### src/rtl/hazard_scoreboard_pkg.sv
// Shared constants for the hazard scoreboard: default widths and pipeline stage indices.
package hazard_scoreboard_pkg;

  localparam int unsigned REG_ADDR_LEN_DEF = 5;
  localparam int unsigned DEPTH_DEF        = 3;
  localparam int unsigned CNT_LEN_DEF      = 16;

  localparam int unsigned STAGE_EXE = 0;
  localparam int unsigned STAGE_MEM = 1;
  localparam int unsigned STAGE_WB  = 2;

endpackage

### src/rtl/hazard_scoreboard_sb_match.sv
// Per-entry comparator: flags a read of this entry's destination by the instruction in ID.
module sb_match #(
  parameter int unsigned REG_ADDR_LEN = 5
) (
  input  logic                    valid,
  input  logic [REG_ADDR_LEN-1:0] dest,
  input  logic                    is_load,
  input  logic [REG_ADDR_LEN-1:0] src1,
  input  logic [REG_ADDR_LEN-1:0] src2,
  input  logic                    two_src,
  output logic                    match,
  output logic                    load_match
);

  logic hit1;
  logic hit2;

  // Register 0 is hardwired, so it can never carry a dependency.
  assign hit1       = valid && (dest == src1) && (src1 != '0);
  assign hit2       = valid && (dest == src2) && (src2 != '0) && two_src;
  assign match      = hit1 || hit2;
  assign load_match = match && is_load;

endmodule

### src/rtl/hazard_scoreboard.sv
// Hazard scoreboard tracking in-flight destinations (EXE..WB) and raising a stall request.
// Build option: FORWARDING_UNIT_EN restricts stalls to load-use hazards on the EXE entry.
module hazard_scoreboard
  import hazard_scoreboard_pkg::*;
#(
  parameter int unsigned REG_ADDR_LEN = REG_ADDR_LEN_DEF,
  parameter int unsigned DEPTH        = DEPTH_DEF,
  parameter int unsigned CNT_LEN      = CNT_LEN_DEF
) (
  input  logic                    clk,
  input  logic                    rst,
  input  logic [REG_ADDR_LEN-1:0] src1,
  input  logic [REG_ADDR_LEN-1:0] src2,
  input  logic                    two_src,
  input  logic [REG_ADDR_LEN-1:0] id_dest,
  input  logic                    id_wb_en,
  input  logic                    id_mem_r_en,
  input  logic                    freeze,
  output logic                    hazard_detected,
  output logic [CNT_LEN-1:0]      stall_count,
  output logic [DEPTH-1:0]        sb_valid
);

  logic [DEPTH-1:0]                   ent_valid;
  logic [DEPTH-1:0][REG_ADDR_LEN-1:0] ent_dest;
  logic [DEPTH-1:0]                   ent_load;
  logic [DEPTH-1:0]                   match;
  logic [DEPTH-1:0]                   load_match;

  for (genvar g = 0; g < DEPTH; g++) begin : g_match
    sb_match #(.REG_ADDR_LEN(REG_ADDR_LEN)) u_match (
      .valid      (ent_valid[g]),
      .dest       (ent_dest[g]),
      .is_load    (ent_load[g]),
      .src1       (src1),
      .src2       (src2),
      .two_src    (two_src),
      .match      (match[g]),
      .load_match (load_match[g])
    );
  end

  // load_match implies match, so folding both vectors in leaves the result unchanged.
`ifdef FORWARDING_UNIT_EN
  localparam logic [DEPTH-1:0] EXE_MASK = DEPTH'(1) << STAGE_EXE;
  assign hazard_detected = |(load_match & match & EXE_MASK);
`else
  assign hazard_detected = |(match | load_match);
`endif

  assign sb_valid = ent_valid;

  always_ff @(posedge clk or negedge rst) begin
    if (!rst) begin
      ent_valid <= '0;
      ent_dest  <= '0;
      ent_load  <= '0;
    end else if (!freeze) begin
      ent_valid[0] <= id_wb_en && (id_dest != '0);
      ent_dest[0]  <= id_dest;
      ent_load[0]  <= id_mem_r_en;
      for (int unsigned i = 1; i < DEPTH; i++) begin
        ent_valid[i] <= ent_valid[i-1];
        ent_dest[i]  <= ent_dest[i-1];
        ent_load[i]  <= ent_load[i-1];
      end
    end
  end

  always_ff @(posedge clk or negedge rst) begin
    if (!rst) begin
      stall_count <= '0;
    end else if (hazard_detected && !freeze && (stall_count != '1)) begin
      stall_count <= stall_count + 1'b1;
    end
  end

endmodule

### config.mk
export PLATFORM = sky130hd
export DESIGN_NAME = hazard_scoreboard
export DESIGN_NICKNAME = d
export VERILOG_FILES = /design/src/rtl/hazard_scoreboard_pkg.sv /design/src/rtl/hazard_scoreboard_sb_match.sv /design/src/rtl/hazard_scoreboard.sv
export SDC_FILE = /design/constraint.sdc
export NUM_CORES = 1
export LEC_CHECK = 0
export BUFFER_PORTS_ARGS = -buffer_cell sky130_fd_sc_hd__buf_2
export CAP_MARGIN = 0
export CORE_MARGIN = 5
export CORE_UTILIZATION = 45
export CTS_CLUSTER_SIZE = 25
export DETAILED_ROUTE_END_ITERATION = 10
export PLACE_DENSITY = 0.7
export RECOVER_POWER = 25
export SYNTH_ARGS = -nofsm -noshare
export SYNTH_HDL_FRONTEND = slang
export SYNTH_SLANG_ARGS = --single-unit
### constraint.sdc
create_clock -name clk -period 1.96 [get_ports clk]
set_input_delay 0.196 -clock clk [delete_from_list [all_inputs] [get_ports clk]]
set_output_delay 0.196 -clock clk [all_outputs]
set_load 0.01 [all_outputs]
== After elaboration in Yosys (flattened, before gate mapping) ==
Index checks and enable logic that the tools add are counted.
Cells by class
  equality and inequality tests: 7
  $add $sub $neg: 1
  bitwise logic cells: 1
  reductions and logical operators: 29
Operators with widths (number)
  $eq 5x5->1: 6
  $logic_and 1x1->1: 21
  $add 16x1->16 const B: 1
  $ne 16x16->1 const B: 1
  $reduce_bool 5->1: 3
  $logic_or 1x1->1: 3
  $or 3x3->3: 1
  $reduce_or 3->1: 1
  $logic_not 1->1: 1
Storage, ports and cells
  input port bits: 21
  flip-flop bits (word level): 37
  logic and storage cells: 44
  output and inout port bits: 20

== Logic depth before layout (Yosys ltp) ==
  depth after elaboration: 10
  depth in mapped cells: 7
  depth with buffers taken out: 7

== Modules after synthesis ==
A second synthesis with hierarchy kept.
Second synthesis, totals
  cell total of the unflattened synthesis: 187
  area, all modules: 2213.4 µm²
Modules (own cells, without submodules)
  hazard_scoreboard: seq. area each 925.9 µm², cells an instance 124, area an instance 1732.9 µm², instances 1
  sb_match: seq. area each 0.0 µm², cells an instance 21, area an instance 160.2 µm², instances 3

== Worst setup path before layout ==
Ideal clock, no wire load.
  path type: reg2reg
  from: register stall_count[0]
  to: register stall_count[15]
  arrival time: 1.895 ns
  required time: 1.881 ns
  setup slack: -0.014 ns
  library setup time: 0.079 ns
  stages on the path, launching flop included: 8
  cell sequence: dfrtp_1 > ha_1 > nand3_1 > nor2_1 > a31oi_1 > nand4_1 > a2111oi_4 > xor2_1
Between the ends
  word-level cells in the longest chain between the ends: 2
  elaborated cells between the ends (all ways): 3
  those cells by class: add/sub (1); eq/ne (1); reduce/logical (1)
RTL lines
  from (decl): RTL line hazard_scoreboard.sv:20  | output logic [CNT_LEN-1:0] stall_count,
  from (signal assigned): RTL line hazard_scoreboard.sv:74  | stall_count <= stall_count + 1'b1;
  branches (longest 2 deep; another with $add 16x1->16)
Parallel ways; which one is timed is not known.
A chain may end at the register's enable or synchronous reset.

== Worst setup path in the final report ==
  from: register ent_dest[9] in the netlist's numbering
  to: register stall_count[12]
Between the ends
  word-level cells in the longest chain between the ends: 10
  elaborated cells between the ends (all ways): 13
  those cells by class: eq/ne (2); bitwise (1); reduce/logical (10)
RTL lines
  from (decl): RTL line hazard_scoreboard.sv:25  | logic [DEPTH-1:0][REG_ADDR_LEN-1:0] ent_dest;
  from (signal, indexed assignment): RTL line hazard_scoreboard.sv:64  | ent_dest[i] <= ent_dest[i-1];
  $eq 5x5->1: RTL line hazard_scoreboard_sb_match.sv:20  | assign hit2 = valid && (dest == src2) && (src2 != '0) && two_src;
  $logic_and 1x1->1 (3 in series): RTL line hazard_scoreboard_sb_match.sv:20
  $logic_or 1x1->1 *: RTL line hazard_scoreboard_sb_match.sv:21  | assign match = hit1 || hit2;
  $logic_and 1x1->1: RTL line hazard_scoreboard_sb_match.sv:22  | assign load_match = match && is_load;
  $or 3x3->3 *: RTL line hazard_scoreboard.sv:48  | assign hazard_detected = |(match | load_match);
  $reduce_or 3->1 *: RTL line hazard_scoreboard.sv:48
  $logic_and 1x1->1 * (2 in series): RTL line hazard_scoreboard.sv:73  | end else if (hazard_detected && !freeze && (stall_count != '1)) begin
Every way passes the cells marked *; elsewhere a longest branch is shown, timed or not.

==> metrics.txt <==
Yosys warning total 0; non-filler cells in the finished layout 294; Post-DRT Antenna Nets 0; Sink Count 34; CP max-delay cell dfrtp_2; Vias/cell 5.37; # placed instances 273; Die H 76.8 um; max_cap viols 0; Fillers 334; Post-synth top flop dfrtp_1; CP Capture Type flip-flop; critical path class flip-flop to flip-flop; DRT iter0 DRCs 68; final period utilization 106%; Final setup viols 12; Synth area leaders dfrtp_1 (42%), xor2_1 (12%), mux2_2 (10%), xnor2_1 (7.4%), a2111oi_4 (4.1%); pwr dens 700 nW/um^2; Via Count 1578; footprint of the multi-input gates 1200 um^2; LEAKAGE 1.19 nW; Clock Latency Late Sink 280 ps; CTS Buf Count 5; Final min period 2070 ps; clock skew 6.37 ps; Post-synth EDFFs 0; vias in the first global route 1646; maximum clock path buffer count 2; critical path startpoint category flip-flop; die width 76.8 um; Async S/R FF share, synth 100%; # diodes 0; Final #Nets 264; CTS tree yes; RSZ-0062 raised after global routing yes; number of H-tree levels 2; initial antenna violation count 0; Worst Setup Slack, final -110 ps; HP Class primary input to flip-flop; I/O pin count 41; worst hold slack 162 ps; Root Buffer clkbuf_8; router iterations before antenna repair 4; Initial Util 46.1%; DRT Wirelength 4890 um; Synth Cell Area 2010 um^2; largest net degree at the start of global routing 35; worst-path cell chain xor2_1 > nor4_1 > nand3_1 > a31o_4 > buf_12 > buf_12 > a2111oi_4 > xor2_1; All-Layer GR Usage 17.3%; Final Slew Violations 0; Layout Area Growth over Synthesis 33.9%; top cell type's share of synthesized area 42.4%; worst stage delay on the critical path 430 ps; Final HPWL DP 3300 um; sequential share of the synthesized area 42.4%; Worst VDD drop 0.000493 V; DRC viols 0; register area 853 um^2; status complete, but fails checks; Worst EP required 2170 ps; max frequency 483 MHz; GRT overflow 0; Synth area leader dfrtp_1; Post-Syn Nets 195; GPL Wtd Cong 0.844; Worst-path clk slew 60 ps; Critical Path AT 2280 ps; WL per Instance 16.6 um; die area 5890 um^2; Cell Rows 24; Avg Cell Area, Syn 11.6 um^2; ratio of cells with drive above 1 in the final layout 49.2%; synth unique cells 31; measured slew at the worst slew-check pin 1110 ps; relative slew slack 26.0%; first-pass GRT wire length 8220 um; PortBufs 39; core footprint 4350 um^2; cells after synthesis 173; failing checks negative setup slack; CP Max Fanout 4; final hold vios 0; Yosys reg bits 34
-- Yosys cell counts, types with 3 or more instances --
library cell and number:
clkbuf_1 3, mux2_2 18, nand2_1 11, a211oi_2 5
xnor2_1 17, nor4_1 3, o21ai_0 3, dfrtp_1 34
nor2_1 5, xor2_1 28, a21oi_1 5, nand4_1 5
a2111oi_4 3, nand3_1 10, buf_4 4
-- flip-flops by register name, summed over array words and instances, names as in the netlist --
register,cells
ent_dest,15
sb_valid,3
stall_count,16
-- critical path: cells and delay by family, from the launching register on --
kind	cells	cell delay (ps)
xor gates and xnor gates	2	330
AOI/OAI and AO/OA	2	550
buffers and inverters	2	240
and+or+nand+nor	2	450
DFF	1	430
-- metrics by stage --
stage                     worst slack (ps)  utilization (%)  TNS, ps  total power [mW]  cell area, um^2
after floorplan                       24.4                -        0              1.13             2010
after detailed placement             -40.5             54.2    -61.7              1.31             2360
after global placement                5.28             54.2        0              1.30             2360
final                                 -110             61.7     -747              1.88             2690
after CTS                            -59.4             59.5     -271              1.85             2590
after global routing                  -186             61.7    -2070              1.99             2690
-- placed cells by master, fill, tap and decap left out, types with 2 or more instances in the layout --
master / count
buf_2: 37
dfrtp_1: 32
xor2_1: 28
buf_4: 23
mux2_2: 17
xnor2_1: 15
nand3_1: 10
nand2_1: 10
nand4_1: 5
nor2_1: 5
clkbuf_8: 5
a2111oi_4: 4
a211oi_2: 4
a21oi_2: 4
nor4_1: 3
o21ai_0: 3
clkbuf_1: 3
buf_12: 3
or4_1: 2
xnor2_2: 2
o21ai_4: 2
inv_1: 2
dfrtp_2: 2
buf_6: 2
buf_8: 2
-- timing repair --
item,4_1_cts,5_1_grt
cloned,1,0
endpoints found under the setup margin,4,17
hold endpoints to repair,9,0
hold buffers,1,0
pin swaps,8,22
setup buffers,7,5
resized for setup,10,14
-- worst paths after layout --
path / start / endpoint / slack, ps / cells past startpoint
max: ent_dest[9] / stall_count[12] / -110 / 8
min: id_dest[0] / ent_dest[0] / 160 / 2
max reg2reg: ent_dest[9] / stall_count[12] / -110 / 8
min reg2reg: stall_count[9] / stall_count[9] / 520 / 1
max in group asynchronous: rst / ent_dest[0] / 900 / 2
min in group asynchronous: rst / stall_count[13] / 520 / 2
-- routing by layer --
| layer | wire (um) | GRT usage (%) | vias to the layer above |
|---|---|---|---|
| li1 | - | - | 754 |
| met1 | 2050 | 22.3 | 763 |
| met2 | 2400 | 26.8 | 45 |
| met3 | 315 | 4.80 | 16 |
| met4 | 128 | 8.22 | 0 |
| met5 | 0 | 0 | - |
-- cell families (layout without fill, tap and decap cells) --
group	Yosys count	count (layout)	synth area share (%)
adders and majority gates	1	1	0.624
xor gates and xnor gates	45	45	19.7
DFF	34	34	42.4
and+or+nand+nor	42	42	11.0
AOI/OAI and AO/OA	23	24	13.2
muxes	18	18	10.1
buffers and inverters	10	78	2.99
-- report_power, final --
part | internal (mW) | leakage, nW | switching (mW)
Clock | 0.244 | 0.0383 | 0.234
Sequential | 0.783 | 0.421 | 0.0856
Combinational | 0.290 | 0.734 | 0.243
Total | 1.32 | 1.19 | 0.562
-- area by class of cell --
cell class / instances / share of cell area (%)
inverters: 2 / 0.279
multi-input cells: 130 / 44.7
flip-flops and latches: 34 / 31.8
clock buffers: 7 / 2.84
well taps: 52 / 2.42
repair buffers: 69 / 18.0
Note: power is estimated with default switching activity, not from simulation.
